## config.mk

```make
export PLATFORM = sky130hd
export DESIGN_NAME = mdu_sequencer
export DESIGN_NICKNAME = d
export VERILOG_FILES = /design/src/rtl/mdu_sequencer.sv
export SDC_FILE = /design/constraint.sdc
export NUM_CORES = 1
export LEC_CHECK = 0
export CORE_MARGIN = 4
export CORE_UTILIZATION = 60
export CTS_CLUSTER_DIAMETER = 30
export DETAILED_ROUTE_END_ITERATION = 16
export HOLD_SLACK_MARGIN = 0.1
export PLACE_DENSITY = 0.89
export SYNTH_ARGS = -nofsm -noshare
export SYNTH_HDL_FRONTEND = slang
export SYNTH_SLANG_ARGS = --single-unit
```

## constraint.sdc

```tcl
create_clock -name Clk -period 5.9 [get_ports Clk]
set_input_delay 1.475 -clock Clk [delete_from_list [all_inputs] [get_ports Clk]]
set_output_delay 1.475 -clock Clk [all_outputs]
set_load 0.02 [all_outputs]
```

## src/rtl/mdu_sequencer.sv

```systemverilog
// Multi-cycle MULT/MULTU/DIV/DIVU sequencer with HI/LO and EX stall request.
// Optional `MDU_EARLY_EXIT_EN: multiplies finish once the remaining multiplier bits are zero.
module mdu_sequencer #(
  parameter int WIDTH = 32
) (
  input  logic             Clk,
  input  logic             Rst_n,
  input  logic             StartIn,
  input  logic [1:0]       OpIn,
  input  logic [WIDTH-1:0] DataAIn,
  input  logic [WIDTH-1:0] DataBIn,
  input  logic             ReadHiLoIn,
  input  logic             CancelIn,
  output logic             BusyOut,
  output logic             StallOut,
  output logic             DoneOut,
  output logic [WIDTH-1:0] HiOut,
  output logic [WIDTH-1:0] LoOut
);

  localparam int CW = $clog2(WIDTH) + 1;
  localparam logic [CW-1:0] LAST = CW'(WIDTH - 1);

  // state | meaning
  // IDLE  | waiting for an op, HI/LO stable
  // RUN   | one shift-add / restoring-divide step per cycle
  // FIX   | sign fixup, HI/LO write, DoneOut pulse
  typedef enum logic [1:0] {IDLE, RUN, FIX} state_t;

  state_t              state;
  logic [CW-1:0]       count;
  logic                is_div;
  logic                sign_p;
  logic                sign_r;
  logic                b_zero;
  logic [WIDTH-1:0]    a_raw;
  logic [2*WIDTH-1:0]  mcand;
  logic [2*WIDTH-1:0]  acc;
  logic [WIDTH-1:0]    mplier;
  logic [WIDTH-1:0]    divisor;
  logic [WIDTH-1:0]    quo;
  logic [WIDTH-1:0]    rem;

  logic                is_signed;
  logic                neg_a;
  logic                neg_b;
  logic [WIDTH-1:0]    abs_a;
  logic [WIDTH-1:0]    abs_b;
  logic [2*WIDTH-1:0]  acc_nx;
  logic [WIDTH:0]      div_shift;
  logic                div_fits;
  logic [WIDTH-1:0]    div_sub;
  logic [2*WIDTH-1:0]  prod_fix;
  logic [WIDTH-1:0]    quo_fix;
  logic [WIDTH-1:0]    rem_fix;
  logic                early_exit;
  logic                run_last;

  assign is_signed = ~OpIn[0];
  assign neg_a     = is_signed & DataAIn[WIDTH-1];
  assign neg_b     = is_signed & DataBIn[WIDTH-1];
  assign abs_a     = neg_a ? -DataAIn : DataAIn;
  assign abs_b     = neg_b ? -DataBIn : DataBIn;

  assign acc_nx    = mplier[0] ? acc + mcand : acc;

  // The true difference is below the divisor, so a WIDTH-bit subtract is exact.
  assign div_shift = {rem, quo[WIDTH-1]};
  assign div_fits  = div_shift >= {1'b0, divisor};
  assign div_sub   = div_shift[WIDTH-1:0] - divisor;

  assign prod_fix  = sign_p ? -acc : acc;
  assign quo_fix   = sign_p ? -quo : quo;
  assign rem_fix   = sign_r ? -rem : rem;

`ifdef MDU_EARLY_EXIT_EN
  assign early_exit = ~is_div & (mplier[WIDTH-1:1] == '0);
`else
  assign early_exit = 1'b0;
`endif

  assign run_last = (count == LAST) | early_exit;

  assign StallOut = BusyOut & (ReadHiLoIn | StartIn);

  always_ff @(posedge Clk or negedge Rst_n) begin
    if (!Rst_n) begin
      state   <= IDLE;
      count   <= '0;
      is_div  <= 1'b0;
      sign_p  <= 1'b0;
      sign_r  <= 1'b0;
      b_zero  <= 1'b0;
      a_raw   <= '0;
      mcand   <= '0;
      acc     <= '0;
      mplier  <= '0;
      divisor <= '0;
      quo     <= '0;
      rem     <= '0;
      BusyOut <= 1'b0;
      DoneOut <= 1'b0;
      HiOut   <= '0;
      LoOut   <= '0;
    end else begin
      DoneOut <= 1'b0;
      case (state)
        IDLE: begin
          if (StartIn && !CancelIn) begin
            is_div  <= OpIn[1];
            sign_p  <= neg_a ^ neg_b;
            sign_r  <= neg_a;
            b_zero  <= (DataBIn == '0);
            a_raw   <= DataAIn;
            mcand   <= {{WIDTH{1'b0}}, abs_a};
            acc     <= '0;
            mplier  <= abs_b;
            divisor <= abs_b;
            quo     <= abs_a;
            rem     <= '0;
            count   <= '0;
            BusyOut <= 1'b1;
            state   <= RUN;
          end
        end
        RUN: begin
          if (CancelIn) begin
            BusyOut <= 1'b0;
            state   <= IDLE;
          end else begin
            acc    <= acc_nx;
            mcand  <= mcand << 1;
            mplier <= mplier >> 1;
            rem    <= div_fits ? div_sub : div_shift[WIDTH-1:0];
            quo    <= {quo[WIDTH-2:0], div_fits};
            count  <= count + CW'(1);
            if (run_last) state <= FIX;
          end
        end
        FIX: begin
          BusyOut <= 1'b0;
          state   <= IDLE;
          if (!CancelIn) begin
            DoneOut <= 1'b1;
            if (!is_div) begin
              HiOut <= prod_fix[2*WIDTH-1:WIDTH];
              LoOut <= prod_fix[WIDTH-1:0];
            end else if (b_zero) begin
              HiOut <= a_raw;
              LoOut <= '1;
            end else begin
              HiOut <= rem_fix;
              LoOut <= quo_fix;
            end
          end
        end
        default: begin
          BusyOut <= 1'b0;
          state   <= IDLE;
        end
      endcase
    end
  end

endmodule

```

* Word-level counts from Yosys, hierarchy flattened
Cells that the tools add are included.
W data, S select, Z words.
** Word-level totals
- Register bits :: 366
- Input bits :: 71
- Word-level logic and storage cells :: 90
** Operators by class
- Add/subtract/negate cells :: 8
- $lt $le $gt $ge :: 1
- Eq/ne operators :: 8
- Multiplexer cells :: 38
- Bitwise gates (word level) :: 7
- Reduce and logical (&&, ||, !) cells :: 11
** Operators with widths (number)
- $mux W32 :: 15
- $mux W64 :: 6
- $pmux W64 S2 :: 2
- $pmux W32 S2 :: 3
- $neg A32 Y32 :: 4
- $add A64 B64 Y64 :: 1
- $neg A64 Y64 :: 1
- $ge A33 B32 Y1 :: 1
- $logic_not A32 Y1 :: 1
- $sub A32 B32 Y32 :: 1
- $mux W6 :: 2
- $pmux W6 S2 :: 1
- $ne A2 B2 Y1 const B :: 4
- $reduce_and A2 Y1 :: 4
- $add A6 B1 Y6 const B :: 1
- $eq A6 B5 Y1 const B :: 1
- $mux W2 :: 3
- $mux W1 :: 4
- $pmux W2 S2 :: 1
- $reduce_and A4 Y1 :: 1
- $and A1 B1 Y1 :: 3
- $ne A3 B3 Y1 const B :: 1
- $reduce_and A3 Y1 :: 1
- $eq A2 B1 Y1 const B :: 1
- 9 further kinds :: 10

* Logic depth before layout (Yosys ltp)
- Depth after elaboration :: 5
- Depth in mapped cells :: 14
- Gate-level depth less buffers :: 14

* Least setup slack after synthesis
No wires, ideal clock.
- Path kind :: in2reg
- Start point :: input DataBIn[4]
- End point :: register mplier[30]
- Setup time :: 0.126 ns
- Data arrival time :: 3.801 ns
- Slack :: 1.973 ns
- Stages :: 10
- Path buffers :: 0
- Cells stage by stage :: or4_1 -> nor2_1 -> and3_1 -> and2_1 -> nand3b_1 -> or4_1 -> o31ai_1 -> xor2_1 -> nor2_1 -> a221o_1
** On the way
- Cells in the longest elaborated chain, start to end :: 4
** Ends and longest elaborated chain
- start: declaration :: line 11 : input logic [WIDTH-1:0] DataBIn,
- $neg A32 Y32 :: line 63 : assign abs_b = neg_b ? -DataBIn : DataBIn;
- $mux W32 :: line 63
- $mux W32 :: line 109 : if (StartIn && !CancelIn) begin
- $pmux W32 S2 :: line 107 : case (state)
- end signal: assignment :: line 117 : mplier <= abs_b;
- end signal: assignment :: line 133 : mplier <= mplier >> 1;
- end: declaration :: line 39 : logic [WIDTH-1:0] mplier;
No other way between the ends. The select of a mux whose other input is x is not followed.
A chain may end at the register's enable or synchronous reset.

* Final worst setup path
- Start point :: input StartIn
- End point :: output StallOut
** On the way
- Cells in the longest elaborated chain, start to end :: 2
** Ends and longest elaborated chain
- start: declaration :: line 8 : input logic StartIn,
- $or A1 B1 Y1 :: line 84 : assign StallOut = BusyOut & (ReadHiLoIn | StartIn);
- $and A1 B1 Y1 :: line 84
- end: declaration :: line 15 : output logic StallOut,
No other way between the ends.

==> impl_metrics.tcl <==
set metrics [dict create \
    cts_max_level 3 \
    clkSinkCount 366 \
    wl_um 76680 \
    crit_fanout 6 \
    r2r-end "HiOut[30]$_DFFE_PN0P_" \
    dr.pass1.iters 7 \
    relSlewSlack_pct 25.73 \
    cp_slowest_stage_delay_ns 0.60 \
    syn_to_final_growth_pct 18.26 \
    path_cells "clkdlybuf4s50_1, o21a_1, clkdlybuf4s50_1" \
    power.density_nw_per_um2 447.5 \
    tns_ns 0 \
    cts_buffer_depth 3 \
    timing.final.crit_share_pct 72.96 \
    cts-buffers-inserted 78 \
    finalCriticalPeriod_ns 4.305 \
    placedCellCount 3332 \
    tightestPinTransition_ns 1.104 \
    hpwl_um 54930 \
    drtIter0Drc 2719 \
    synthCells 2810 \
    synth_edf_count 0 \
    die_width_um 208.2 \
    grt_use_total_pct 34.30 \
    wl_per_cell_um 22.08 \
    final-setup-viol-count 0 \
    cp_slowest_cell "clkdlybuf4s50_1" \
    die_h_um 208.2 \
    hold_end "divisor[6]$_DFFE_PN0P_" \
    path_clk_slew_ns 0.05 \
    clkLatencyLatePin_ns 0.60 \
    worstPathRequired_ns 4.43 \
    vias 22864 \
    fp.dieArea_um2 43350 \
    rsz0062_at_grt "false" \
    power_w 0.01273 \
    reg2reg_depth 10 \
    globalplace.congestion 1.008 \
    ant_nets 0 \
    drv_cap 0 \
    design_area_um2 28440 \
    ys_ff_latch 366 \
    netlist-cell-type-count 73 \
    max-vdd-ir-drop_uv 255.4 \
    syn_avg_cell_area_um2 8.559 \
    cts_setup_buffers 0 \
    antenna_found_initial 2 \
    drc 0 \
    finalNonFillerCells 3473 \
    cts_resized 0 \
    synth_seq_area_share_pct 38.08 \
    synthArstFlopShare_pct 100.0 \
    grt_overflow_total 0 \
    finalHoldViolCount 0 \
    synth_warnings 0 \
    grt_pass1_vias 22334 \
    worstSetupEndpointType "primary output" \
    hold_depth 1 \
    reg2reg_from "acc[8]$_DFFE_PN0P_" \
    arrival_ns 2.83 \
    drive_above_1_share_pct 6.854 \
    coreArea_um2 39640 \
    syn_area_um2 24050 \
    postCtsHoldBufs 0 \
    crit_type "input port to primary output" \
    final.setup_skew_ns 0.02511 \
    crit_path_start_kind "input port" \
    placed_cell_area_um2 25750 \
    hold_class "register to register" \
    rows 73 \
    synth_top_flop_cell "dfrtp_1" \
    start_util_pct 60.67 \
    boundaryPins 138 \
    port_buffers 137 \
    grt_pass1_wl_um 121500 \
    cts_tree "yes" \
    grt_max_degree 129 \
    r2r_slack_ns 1.63 \
    syn_nets 2984 \
    min_from "divisor[6]$_DFFE_PN0P_" \
    cts-root-buf "clkbuf_16" \
    status "completed" \
    max_freq_mhz 232.3 \
    viasPerCell 6.583 \
    finalMaxSlewViolations 0 \
    crit_top_cell "clkdlybuf4s50_1" \
    finalNetCount 3061 \
    p_leak_nw 13.03 \
]
-- sequential cells by signal (all words and copies together), names as in the netlist --
name and count:
acc 64, mcand 64, HiOut 32, LoOut 32, a_raw 32, divisor 32
mplier 32, quo 32, rem 32, count 6, state 2, BusyOut 1
DoneOut 1, b_zero 1, is_div 1, sign_p 1, sign_r 1
-- synthesized netlist by cell type (4+ instances only) --
master / count / share of area [%]
a21oi_1: 176 / 3.7
o21a_1: 12 / 0.37
or2_2: 15 / 0.39
and2_1: 7 / 0.18
nor4_1: 13 / 0.34
a2111oi_0: 7 / 0.25
o211ai_1: 17 / 0.53
nand3_1: 28 / 0.58
a311oi_1: 5 / 0.18
a22o_1: 37 / 1.3
nand4_1: 26 / 0.68
a41oi_1: 4 / 0.15
nand2_1: 403 / 6.3
buf_1: 20 / 0.31
a221o_1: 56 / 2.3
a311o_1: 5 / 0.21
or4_4: 4 / 0.19
inv_1: 86 / 1.3
a21o_1: 99 / 3.1
o31ai_1: 45 / 1.4
a211o_1: 5 / 0.18
ha_1: 101 / 5.3
o22ai_1: 53 / 1.4
nor2_1: 162 / 2.5
or3_1: 26 / 0.68
a211oi_1: 7 / 0.22
or4_1: 26 / 0.81
xor2_1: 86 / 3.1
xnor2_1: 171 / 6.2
clkbuf_1: 146 / 2.3
nor2b_1: 15 / 0.39
o21bai_1: 14 / 0.44
a22oi_1: 25 / 0.78
o41ai_1: 29 / 1.1
nand2b_1: 21 / 0.55
o21ai_1: 6 / 0.12
nor3_1: 30 / 0.62
a21boi_0: 6 / 0.19
o21ai_0: 323 / 6.7
dfrtp_1: 366 / 38
a31oi_1: 19 / 0.49
and3_1: 22 / 0.57
mux2i_1: 36 / 1.5
-- worst max path at each step --
stage | from | slack, ns | end | cells after the start
floorplan | DataBIn[4] | 1.97 | mplier[30]$_DFFE_PN0P_ | 10
global route | acc[8]$_DFFE_PN0P_ | 1.43 | HiOut[25]$_DFFE_PN0P_ | 9
CTS | StartIn | 1.60 | StallOut | 3
detailed placement | DataBIn[2] | 1.18 | mplier[30]$_DFFE_PN0P_ | 11
global placement | DataBIn[4] | 1.25 | mplier[30]$_DFFE_PN0P_ | 11
finish | StartIn | 1.60 | StallOut | 3
-- per-stage QoR --
step / util, % / worst slack [ns] / hold WS [ns]
final: 71.76 / 1.595 / 0.4745
after global routing: 71.76 / 1.427 / 0.4862
after CTS: 71.75 / 1.599 / 0.4735
after detailed placement: 64.95 / 1.180 / 0.4626
after global placement: 64.95 / 1.251 / 0.4578
after floorplan: - / 1.973 / 0.4403
-- power by group --
part / internal [W] / leakage, nW / total (W) / switching (W)
sequential: 0.00290 / 4.81 / 0.00349 / 0.000592
clock: 0.00294 / 1.31 / 0.00444 / 0.00150
combinational: 0.00193 / 6.91 / 0.00480 / 0.00287
-- cells by family after synthesis --
kind of cell,after synthesis,share of synthesized area (%)
xor gates and xnor gates,257,9.359
buffers and inverters,254,3.974
AOI/OAI and AO/OA,976,26.12
adders and majority gates,103,5.421
and+or+nand+nor,816,15.43
muxes,38,1.607
DFF,366,38.08
-- area by class of cell --
type	instances	area (µm²)
clock inverter	47	565.5
clock buffer	93	2130
tap	525	656.9
inverter	86	322.8
multi-input combinational	2190	13980
fill	2933	11200
sequential	366	9161
timing repair buffer	165	1624
antenna	1	2.502
-- layout by cell type (no fill, tap or decap), types with 8 or more instances in the layout --
cell type and n:
a22o_1 37, mux2i_1 36, a22oi_1 25, o31ai_1 45, o21ai_0 323, and3_1 22, o22ai_1 53, nand3_1 28
nor2b_1 15, nand2b_1 21, clkinv_4 12, a221o_1 56, nor4_1 13, nor3_1 30, inv_1 86, o21bai_1 14
clkinv_2 12, o21a_1 12, or4_1 26, a31oi_1 19, clkdlybuf4s50_1 136, buf_4 25, bufinv_16 8, ha_1 101
or2_2 15, o41ai_1 29, clkbuf_16 79, or3_1 25, clkbuf_8 10, nand4_1 26, dfrtp_1 364, xnor2_1 171
xor2_1 86, a21o_1 99, nand2_1 403, a21oi_1 176, o211ai_1 17, nor2_1 160
-- worst max-delay path, delay by kind of cell --
family	cells	cell delay [ns]
buf+inv	2	1.18
compound gates	1	0.17
-- metal layers --
metal | GRT usage [%] | vias to the layer above | wire length (µm)
li1 | - | 10376 | -
met1 | 45.03 | 10982 | 30310
met2 | 54.19 | 1229 | 35010
met3 | 6.846 | 275 | 6960
met4 | 17.87 | 2 | 4381
met5 | 0 | - | 13
Power figures use the tool's default switching activity.
